[src/rtl/arith_pkg.sv]
// Shared opcodes, FSM encoding and sizing helper for arith_unit_iter.
// Imported by the top level and by the iterative MUL/DIV core.
package arith_pkg;

  localparam logic [1:0] OP_ADD = 2'b00;
  localparam logic [1:0] OP_SUB = 2'b01;
  localparam logic [1:0] OP_MUL = 2'b10;
  localparam logic [1:0] OP_DIV = 2'b11;

  localparam logic [1:0] S_IDLE    = 2'd0;
  localparam logic [1:0] S_MUL_RUN = 2'd1;
  localparam logic [1:0] S_DIV_RUN = 2'd2;

  // Counter must hold 0..WIDTH.
  function automatic int cnt_width(input int w);
    return $clog2(w + 1);
  endfunction

endpackage

[src/rtl/arith_iter_core.sv]
// Shared shift/accumulate engine: shift-add MUL and restoring DIV.
// Ports: CLK, RST, start, op, a, b -> done (1-cycle pulse), result.
module arith_iter_core
  import arith_pkg::*;
#(
  parameter int WIDTH = 8
) (
  input  logic               CLK,
  input  logic               RST,
  input  logic               start,
  input  logic [1:0]         op,
  input  logic [WIDTH-1:0]   a,
  input  logic [WIDTH-1:0]   b,
  output logic               done,
  output logic [2*WIDTH-1:0] result
);

  localparam int OW = 2 * WIDTH;
  localparam int CW = cnt_width(WIDTH);
  localparam logic [CW-1:0] LAST = CW'(WIDTH - 1);

  logic [OW-1:0]    acc;
  logic [WIDTH-1:0] b_q;
  logic [CW-1:0]    cnt;
  logic             run;
  logic             div_q;

  logic [WIDTH:0]   msum;
  logic [OW-1:0]    mul_nxt;
  logic [WIDTH:0]   shl;
  logic [WIDTH+1:0] dd;
  logic [WIDTH-1:0] rem;
  logic [OW-1:0]    div_nxt;

  // MUL: acc = {hi, multiplier}; add b into hi when lsb set, shift right.
  // DIV: acc = {rem, dividend/quotient}; shift left, trial subtract.
  always_comb begin
    msum    = {1'b0, acc[OW-1:WIDTH]}
            + (acc[0] ? {1'b0, b_q} : '0);
    mul_nxt = {msum, acc[WIDTH-1:1]};
    shl     = {acc[OW-1:WIDTH], acc[WIDTH-1]};
    dd      = {1'b0, shl} - {2'b00, b_q};
    rem     = dd[WIDTH+1] ? shl[WIDTH-1:0]
                          : dd[WIDTH-1:0];
    div_nxt = {rem, acc[WIDTH-2:0], ~dd[WIDTH+1]};
  end

  always_ff @(posedge CLK or negedge RST) begin
    if (!RST) begin
      acc   <= '0;
      b_q   <= '0;
      cnt   <= '0;
      run   <= 1'b0;
      div_q <= 1'b0;
      done  <= 1'b0;
    end else begin
      done <= 1'b0;
      if (start) begin
        acc   <= {{WIDTH{1'b0}}, a};
        b_q   <= b;
        div_q <= (op == OP_DIV);
        cnt   <= '0;
        run   <= 1'b1;
      end else if (run) begin
        acc <= div_q ? div_nxt : mul_nxt;
        cnt <= cnt + CW'(1);
        if (cnt == LAST) begin
          run  <= 1'b0;
          done <= 1'b1;
        end
      end
    end
  end

  assign result = acc;

endmodule

[src/rtl/arith_unit_iter.sv]
// Arithmetic unit: 1-cycle ADD/SUB/DIV-by-0, iterative MUL/DIV.
// Ports: CLK, RST, A, B, ALU_FUN, Arith_Enable -> Arith_OUT, OUT_VALID, Busy, flags.
module arith_unit_iter
  import arith_pkg::*;
#(
  parameter int WIDTH         = 8,
  parameter int ALU_FUN_WIDTH = 2
) (
  input  logic                     CLK,
  input  logic                     RST,
  input  logic [WIDTH-1:0]         A,
  input  logic [WIDTH-1:0]         B,
  input  logic [ALU_FUN_WIDTH-1:0] ALU_FUN,
  input  logic                     Arith_Enable,
  output logic [2*WIDTH-1:0]       Arith_OUT,
  output logic                     OUT_VALID,
  output logic                     Busy,
  output logic                     Carry_Flag,
  output logic                     Div_By_Zero
);

  localparam int OUT_WIDTH = 2 * WIDTH;

  logic [1:0]       state;
  logic [WIDTH-1:0] a_q;
  logic [WIDTH-1:0] b_q;
  logic [1:0]       op_q;
  logic             pend;

  logic accept;
  logic dz;
  logic iter;
  logic is_mul;
  logic is_div;

  logic                 core_done;
  logic [OUT_WIDTH-1:0] core_res;

  logic [WIDTH:0]       sum;
  logic [WIDTH:0]       diff;
  logic [OUT_WIDTH-1:0] sc_out;
  logic                 sc_c;
  logic                 sc_z;

  assign Busy   = (state != S_IDLE);
  assign accept = Arith_Enable && (state == S_IDLE);
  assign is_mul = (ALU_FUN == OP_MUL);
  assign is_div = (ALU_FUN == OP_DIV);
  assign dz     = is_div && (B == '0);
  assign iter   = accept && (is_mul || (is_div && !dz));

  arith_iter_core #(.WIDTH(WIDTH)) u_core (
    .CLK    (CLK),
    .RST    (RST),
    .start  (iter),
    .op     (ALU_FUN),
    .a      (A),
    .b      (B),
    .done   (core_done),
    .result (core_res)
  );

  // Single-cycle path from the captured operands; a MUL/DIV
  // never sets pend, so only ADD, SUB and DIV-by-0 land here.
  always_comb begin
    sum    = {1'b0, a_q} + {1'b0, b_q};
    diff   = {1'b0, a_q} - {1'b0, b_q};
    sc_out = '0;
    sc_c   = 1'b0;
    sc_z   = 1'b0;
    unique case (1'b1)
      (op_q == OP_ADD): begin
        sc_out = {{(WIDTH-1){1'b0}}, sum};
        sc_c   = sum[WIDTH];
      end
      (op_q == OP_SUB): begin
        sc_out = {{(WIDTH-1){1'b0}}, diff};
        sc_c   = diff[WIDTH];
      end
      default: begin
        sc_out = {a_q, {WIDTH{1'b1}}};
        sc_z   = 1'b1;
      end
    endcase
  end

  always_ff @(posedge CLK or negedge RST) begin
    if (!RST) begin
      state       <= S_IDLE;
      a_q         <= '0;
      b_q         <= '0;
      op_q        <= OP_ADD;
      pend        <= 1'b0;
      Arith_OUT   <= '0;
      OUT_VALID   <= 1'b0;
      Carry_Flag  <= 1'b0;
      Div_By_Zero <= 1'b0;
    end else begin
      OUT_VALID <= 1'b0;
      pend      <= accept && !iter;
      if (accept) begin
        a_q  <= A;
        b_q  <= B;
        op_q <= ALU_FUN;
        if (iter)
          state <= is_mul ? S_MUL_RUN : S_DIV_RUN;
      end
      if (pend) begin
        Arith_OUT   <= sc_out;
        Carry_Flag  <= sc_c;
        Div_By_Zero <= sc_z;
        OUT_VALID   <= 1'b1;
      end
      if (Busy && core_done) begin
        Arith_OUT   <= core_res;
        Carry_Flag  <= 1'b0;
        Div_By_Zero <= 1'b0;
        OUT_VALID   <= 1'b1;
        state       <= S_IDLE;
      end
    end
  end

endmodule
[config.mk]
export PLATFORM = sky130hd
export DESIGN_NAME = arith_unit_iter
export DESIGN_NICKNAME = d
export VERILOG_FILES = /design/src/rtl/arith_pkg.sv /design/src/rtl/arith_iter_core.sv /design/src/rtl/arith_unit_iter.sv
export SDC_FILE = /design/constraint.sdc
export NUM_CORES = 1
export LEC_CHECK = 0
export CORE_UTILIZATION = 30
export CTS_BUF_LIST = sky130_fd_sc_hd__clkbuf_4 sky130_fd_sc_hd__clkbuf_8
export DETAILED_ROUTE_END_ITERATION = 6
export DONT_BUFFER_PORTS = 1
export PLACE_DENSITY = 0.52
export SLEW_MARGIN = 0
export SYNTH_ARGS = -nofsm -noshare
export SYNTH_HDL_FRONTEND = slang
export SYNTH_SLANG_ARGS = --single-unit
[constraint.sdc]
create_clock -name CLK -period 2.7 [get_ports CLK]
set_clock_uncertainty 0.05 [all_clocks]
set_input_delay 0.405 -clock CLK [delete_from_list [all_inputs] [get_ports CLK]]
set_output_delay 0.405 -clock CLK [all_outputs]
set_load 0.05 [all_outputs]
Word level (Yosys, flattened, before mapping)
Index checks and enable logic that the tools add are counted. W data, S select, Z words.

Reductions and logical operators: 19. Equal/unequal tests: 4. Multiplexer cells: 28. Bitwise logic cells: 1. Add/sub/neg operators: 5.

Operator list (count): $mux W16 (5); $pmux W16 S2 (1); $mux W8 (2); $mux W1 (13); $reduce_bool A2 Y1 (5); $sub A9 B8 Y10 (1); $add A8 B8 Y9 (1); $add A8 B9 Y9 (1); $sub A8 B8 Y9 (1); $logic_not A8 Y1 (1); $mux W2 (4); $mux W4 (2); $logic_and A1 B1 Y1 (6); $add A4 B1 Y4 const B (1); $eq A2 B2 Y1 const B (2); $eq A4 B3 Y1 const B (1); $logic_not A2 Y1 (2); $eq A2 B1 Y1 const B (1); $logic_not A1 Y1 (2); $pmux W1 S2 (1); $reduce_and A2 Y1 (1); $reduce_or A2 Y1 (1); $logic_or A1 B1 Y1 (1); $not A1 Y1 (1).

Word-level logic and storage cells: 72. Bits of input ports: 21. Output and inout port bits: 20. Register bits after elaboration: 71.

Longest topological paths before layout
Word-level depth: 9. Mapped depth: 10. Depth with buffers taken out: 9.

Cells and area by module
From an unflattened synthesis, not the netlist that was laid out.

Cell total of the unflattened synthesis: 545. Area total of the unflattened synthesis: 4809.6 µm².

By module, submodules not included: arith_unit_iter (times used 1, sequential area each 1001.0 µm², area an instance 2469.9 µm², cells each 277); arith_iter_core (times used 1, sequential area each 775.7 µm², area an instance 2339.7 µm², cells each 268).

Worst setup path after synthesis
No wires, ideal clock.

Path type: reg-to-reg. Start point: register u_core.acc[0] (netlist: u_core.result[0]). End point: register u_core.acc[14] (netlist: u_core.result[14]). Clock period less this slack: 2322 ps. Data required time: 2519 ps. Setup slack: 378 ps. Arrival: 2140 ps. Library setup time: 131 ps. Path buffers: 1. Cell stages (with the launch flop): 10. Cells stage by stage: dfrtp_1 -> clkbuf_1 -> and2_1 -> ha_1 -> a211o_1 -> a21o_1 -> a2111oi_2 -> or3_1 -> mux2i_1 -> nor4_2.

Longest elaborated chain between the ends: 5.

RTL lines: start: declaration (RTL line arith_iter_core.sv:22) `logic [OW-1:0] acc;`; start signal: assignment (RTL line arith_iter_core.sv:59) `acc <= {{WIDTH{1'b0}}, a};`; start signal: assignment (RTL line arith_iter_core.sv:65) `acc <= div_q ? div_nxt : mul_nxt;`; $mux W8 (RTL line arith_iter_core.sv:39) `+ (acc[0] ? {1'b0, b_q} : '0);`; $add A8 B9 Y9 (RTL line arith_iter_core.sv:39); $mux W16 (RTL line arith_iter_core.sv:65); $mux W16 (RTL line arith_iter_core.sv:64) `end else if (run) begin`; $mux W16 (RTL line arith_iter_core.sv:58) `if (start) begin`.

Every way passes these cells. The select of a mux whose other input is x is not followed. A chain may end at the register's enable or synchronous reset.

Final worst setup path
Start point: register u_core.b_q[0]. End point: register u_core.acc[13] (netlist: u_core.result[13]).

Longest elaborated chain between the ends: 5. Elaborated cells on any way between the ends: 7. Classes of those cells: add/sub (2); mux (5).

RTL lines: start: declaration (RTL line arith_iter_core.sv:23) `logic [WIDTH-1:0] b_q;`; start signal: assignment (RTL line arith_iter_core.sv:51) `b_q <= '0;`; start signal: assignment (RTL line arith_iter_core.sv:60) `b_q <= b;`; $mux W8 or $sub A9 B8 Y10 (tied branches) (RTL line arith_iter_core.sv:39, arith_iter_core.sv:42); $add A8 B9 Y9 or $mux W8 (tied branches) (RTL line arith_iter_core.sv:39, arith_iter_core.sv:43); $mux W16 (*) (RTL line arith_iter_core.sv:65); $mux W16 (*) (RTL line arith_iter_core.sv:64); $mux W16 (*) (RTL line arith_iter_core.sv:58).

Mark *: on every way between the ends. The rest lies on a longest branch, timed or not. The select of a mux whose other input is x is not followed.

==> out/metrics.cfg <==
[floorplanning]
initial_utilization_pct=31.17
die_x_um=125.8
die_height_um=125.8
pin_count=41
placeableCoreArea_mm2=0.01475
floorplan.die_area_mm2=0.01583
core.rowCount=44

[synth]
synth-async-reset-ratio_pct=100.0
synthDominantCellAreaShare_pct=38.64
synth.largest_area_cell=dfrtp_1
mappedNetlistArea_mm2=0.004598
postSynthAreaPerCell_um2=8.809
synth_warnings=0
post_synth_main_area_contributors=dfrtp_1 39%, ha_1 9.3%, o21ai_0 6.4%
synth_seq_area_share_pct=38.64
synth.ff_latch_count=71
mappedNetlistNets=581
synth_edf_count=0
synthCells=522
synthTopCellsByCount=71 x dfrtp_1, 62 x nand2_1, 59 x o21ai_0
yosys_most_used_dff=dfrtp_1
top_count_cell_post_synth=dfrtp_1
netlist-cell-type-count=52

[clocking]
clock-sinks=71
clkLatencyLatePin_ns=0.37
clk_pin_slew_worst_paths_ns=0.08
tritoncts.num_buffers=9
cts_max_level=3
clock_tree_from_tritoncts=yes
ctsRootBufferMaster=clkbuf_8
clockBufferDepth=2

[cells_and_area]
ff_latch_area_mm2=0.001777
filler_cells_inserted=1526
nNetsFinal=580
fraction_of_final_layout_cells_with_drive_strength_greater_than_1_pct=8.000
multi_input_gate_area_mm2=0.002611
syn2layout_area_growth_pct=9.306
number_of_diodes_added_for_antenna_fixing=0

[routing]
wire_per_inst_um=19.42
vias_per_cell=5.432
antenna_left=0
drt_first_pass_iters=5
routed_wirelength_um=13770
vias=3851
remaining_drc_errors=0
initialDrtViolationCount=315

[sta]
hold_slack_ns=0.06757
max_slew_margin_pct=34.36
setup_tns_ns=0
max_clock_freq_mhz=408.4
final.period_utilization_pct=90.69
layout_min_cycle_time_ns=2.449
setup_ws_ns=0.2514
unrepaired_setup_endpoints_after_global_routing=no
worst-slew-pin-transition_ns=0.9846
final_hold_viols=0
finalSetupViolCount=0
final_max_slew_viol_count=0

[worst_setup_path]
critical_path_peak_fanout=3
critPathRequiredTime_ns=2.95
slowest_delay_ns=0.44
worstSetupStartpointType=register
setup.worst_path.end_class=register
critical_path_arrival_ns=2.70
setup.worst_path.class=reg -> reg
timing.critical_path.slowest_stage_cell=fa_1
timing.critical_path.cells=and2_1 > ha_1 > fa_1 > a211oi_1 > o21bai_1 > a21oi_1 > xnor2_1 > o221ai_1 > a31oi_1

[run_status]
result_of_the_run=completed

[min_path]
holdCritPathClass=in -> reg

[placed_design]
post-place-ws_ns=0.3090
place_hpwl_um=10350
placement.io_buffers=0
gp_routability_congestion=0.9245

[job]
max_cap_viol_count=0

[global_routing]
grt_first_pass_wirelength_um=21830
grt_start_max_net_pins=72
first_global_vias=3796
globalRouteTotalUtil_pct=18.17
grt_antenna_before_repair=0
global_route.overflow_total=0

[power_and_ir_drop]
total_leakage_power_nw=2.172
power_per_cell_area_mw_per_mm2=1500
maximum_ir_drop_on_the_vdd_rail_mv=0.6714

==> state kept, by name (all words and copies together), names as in the netlist, 2 cells and up <==
| name | flops |
|---|---|
| state | 2 |
| op_q | 2 |
| u_core.cnt | 4 |
| u_core.b_q | 8 |
| u_core.result | 16 |
| Arith_OUT | 16 |
| a_q | 8 |
| b_q | 8 |
==> power breakdown <==
part	switching (W)	leakage (nW)	internal, W	total, W
Clock	0.000438	0.0845	0.000353	0.000791
Combinational	0.00234	1.23	0.00177	0.00411
Sequential	0.00106	0.859	0.00157	0.00263
==> cell families after synthesis <==
| kind of cell | count (synthesis) | share of synthesized area [%] |
|---|---|---|
| AO/OA/AOI/OAI | 159 | 21.20 |
| adder cells (fa/ha/maj) | 38 | 10.99 |
| flip-flops | 71 | 38.64 |
| multiplexers | 20 | 4.599 |
| AND/OR/NAND/NOR | 169 | 18.04 |
| XOR/XNOR | 10 | 1.905 |
| buffers and inverters | 55 | 4.626 |
==> repair_timing <==
action | CTS | global route
hold buffers | 2 | 0
resized for setup | 0 | 0
setup buffers | 0 | 0
endpoints found under the hold margin | 71 | 0
==> metrics by stage <==
stage	instances	power [W]	util (%)	instance area, um2
floorplan	522	0.005623	-	4598
global placement	692	0.006642	32.65	4817
detailed placement	692	0.006697	32.65	4817
CTS	709	0.007555	34.07	5026
global route	709	0.008183	34.07	5026
finish	709	0.007538	34.07	5026
==> worst paths after layout <==
check,slack [ns],cells after the start,startpoint,endpoint
max reg2reg,0.25,9,u_core.b_q[0]$_DFFE_PN0P_,u_core.result[13]$_DFFE_PN0P_
max,0.25,9,u_core.b_q[0]$_DFFE_PN0P_,u_core.result[13]$_DFFE_PN0P_
max in group asynchronous,1.75,2,RST,Arith_OUT[3]$_DFFE_PN0P_
min reg2reg,0.46,2,state[1]$_DFFE_PN0P_,state[1]$_DFFE_PN0P_
min in group asynchronous,0.53,2,RST,u_core.b_q[5]$_DFFE_PN0P_
min,0.07,1,ALU_FUN[0],state[0]$_DFFE_PN0P_
==> routing by layer <==
metal	wire length, um	share of wire, %	vias up	track usage, %
li1	-	-	1847	-
met1	6511	47	1881	24.52
met2	6198	45	107	28.50
met3	904	6.6	16	5.692
met4	155	1.1	0	3.898
met5	0	0	-	0
==> placed cells by master, fill, tap and decap left out, types with 5 or more instances in the layout <==
master    instances
a31oi_1          15
and2_1           10
o21ai_1          11
nor2b_1          17
buf_4            12
mux2i_1          11
a21oi_1          25
nor2_1           28
o31ai_1           5
o21a_1            7
o21ai_0          59
inv_1            29
nor3_1            8
nand2b_1          5
nand3_1          10
or3_1             7
xor2_1            7
nand3b_1          7
mux2_2            8
o211ai_1          6
nand2_1          62
ha_1             34
dfrtp_1          71
clkbuf_8         10
==> critical path: cells and delay by family, from the launching register on <==
kind	cells	cell delay, ns
DFF	1	0.41
AOI/OAI and AO/OA	5	0.94
xor gates and xnor gates	1	0.15
adders and majority gates	2	0.66
and+or+nand+nor	1	0.17
==> area by class of cell <==
type	count	share of cell area (%)
clock buffer	10	2.738
clock inverter	5	0.6721
tap	184	4.581
sequential	71	35.35
multi-input combinational	396	51.95
inverter	29	2.166
timing repair buffer	14	2.539
Power figures use the tool's default switching activity.
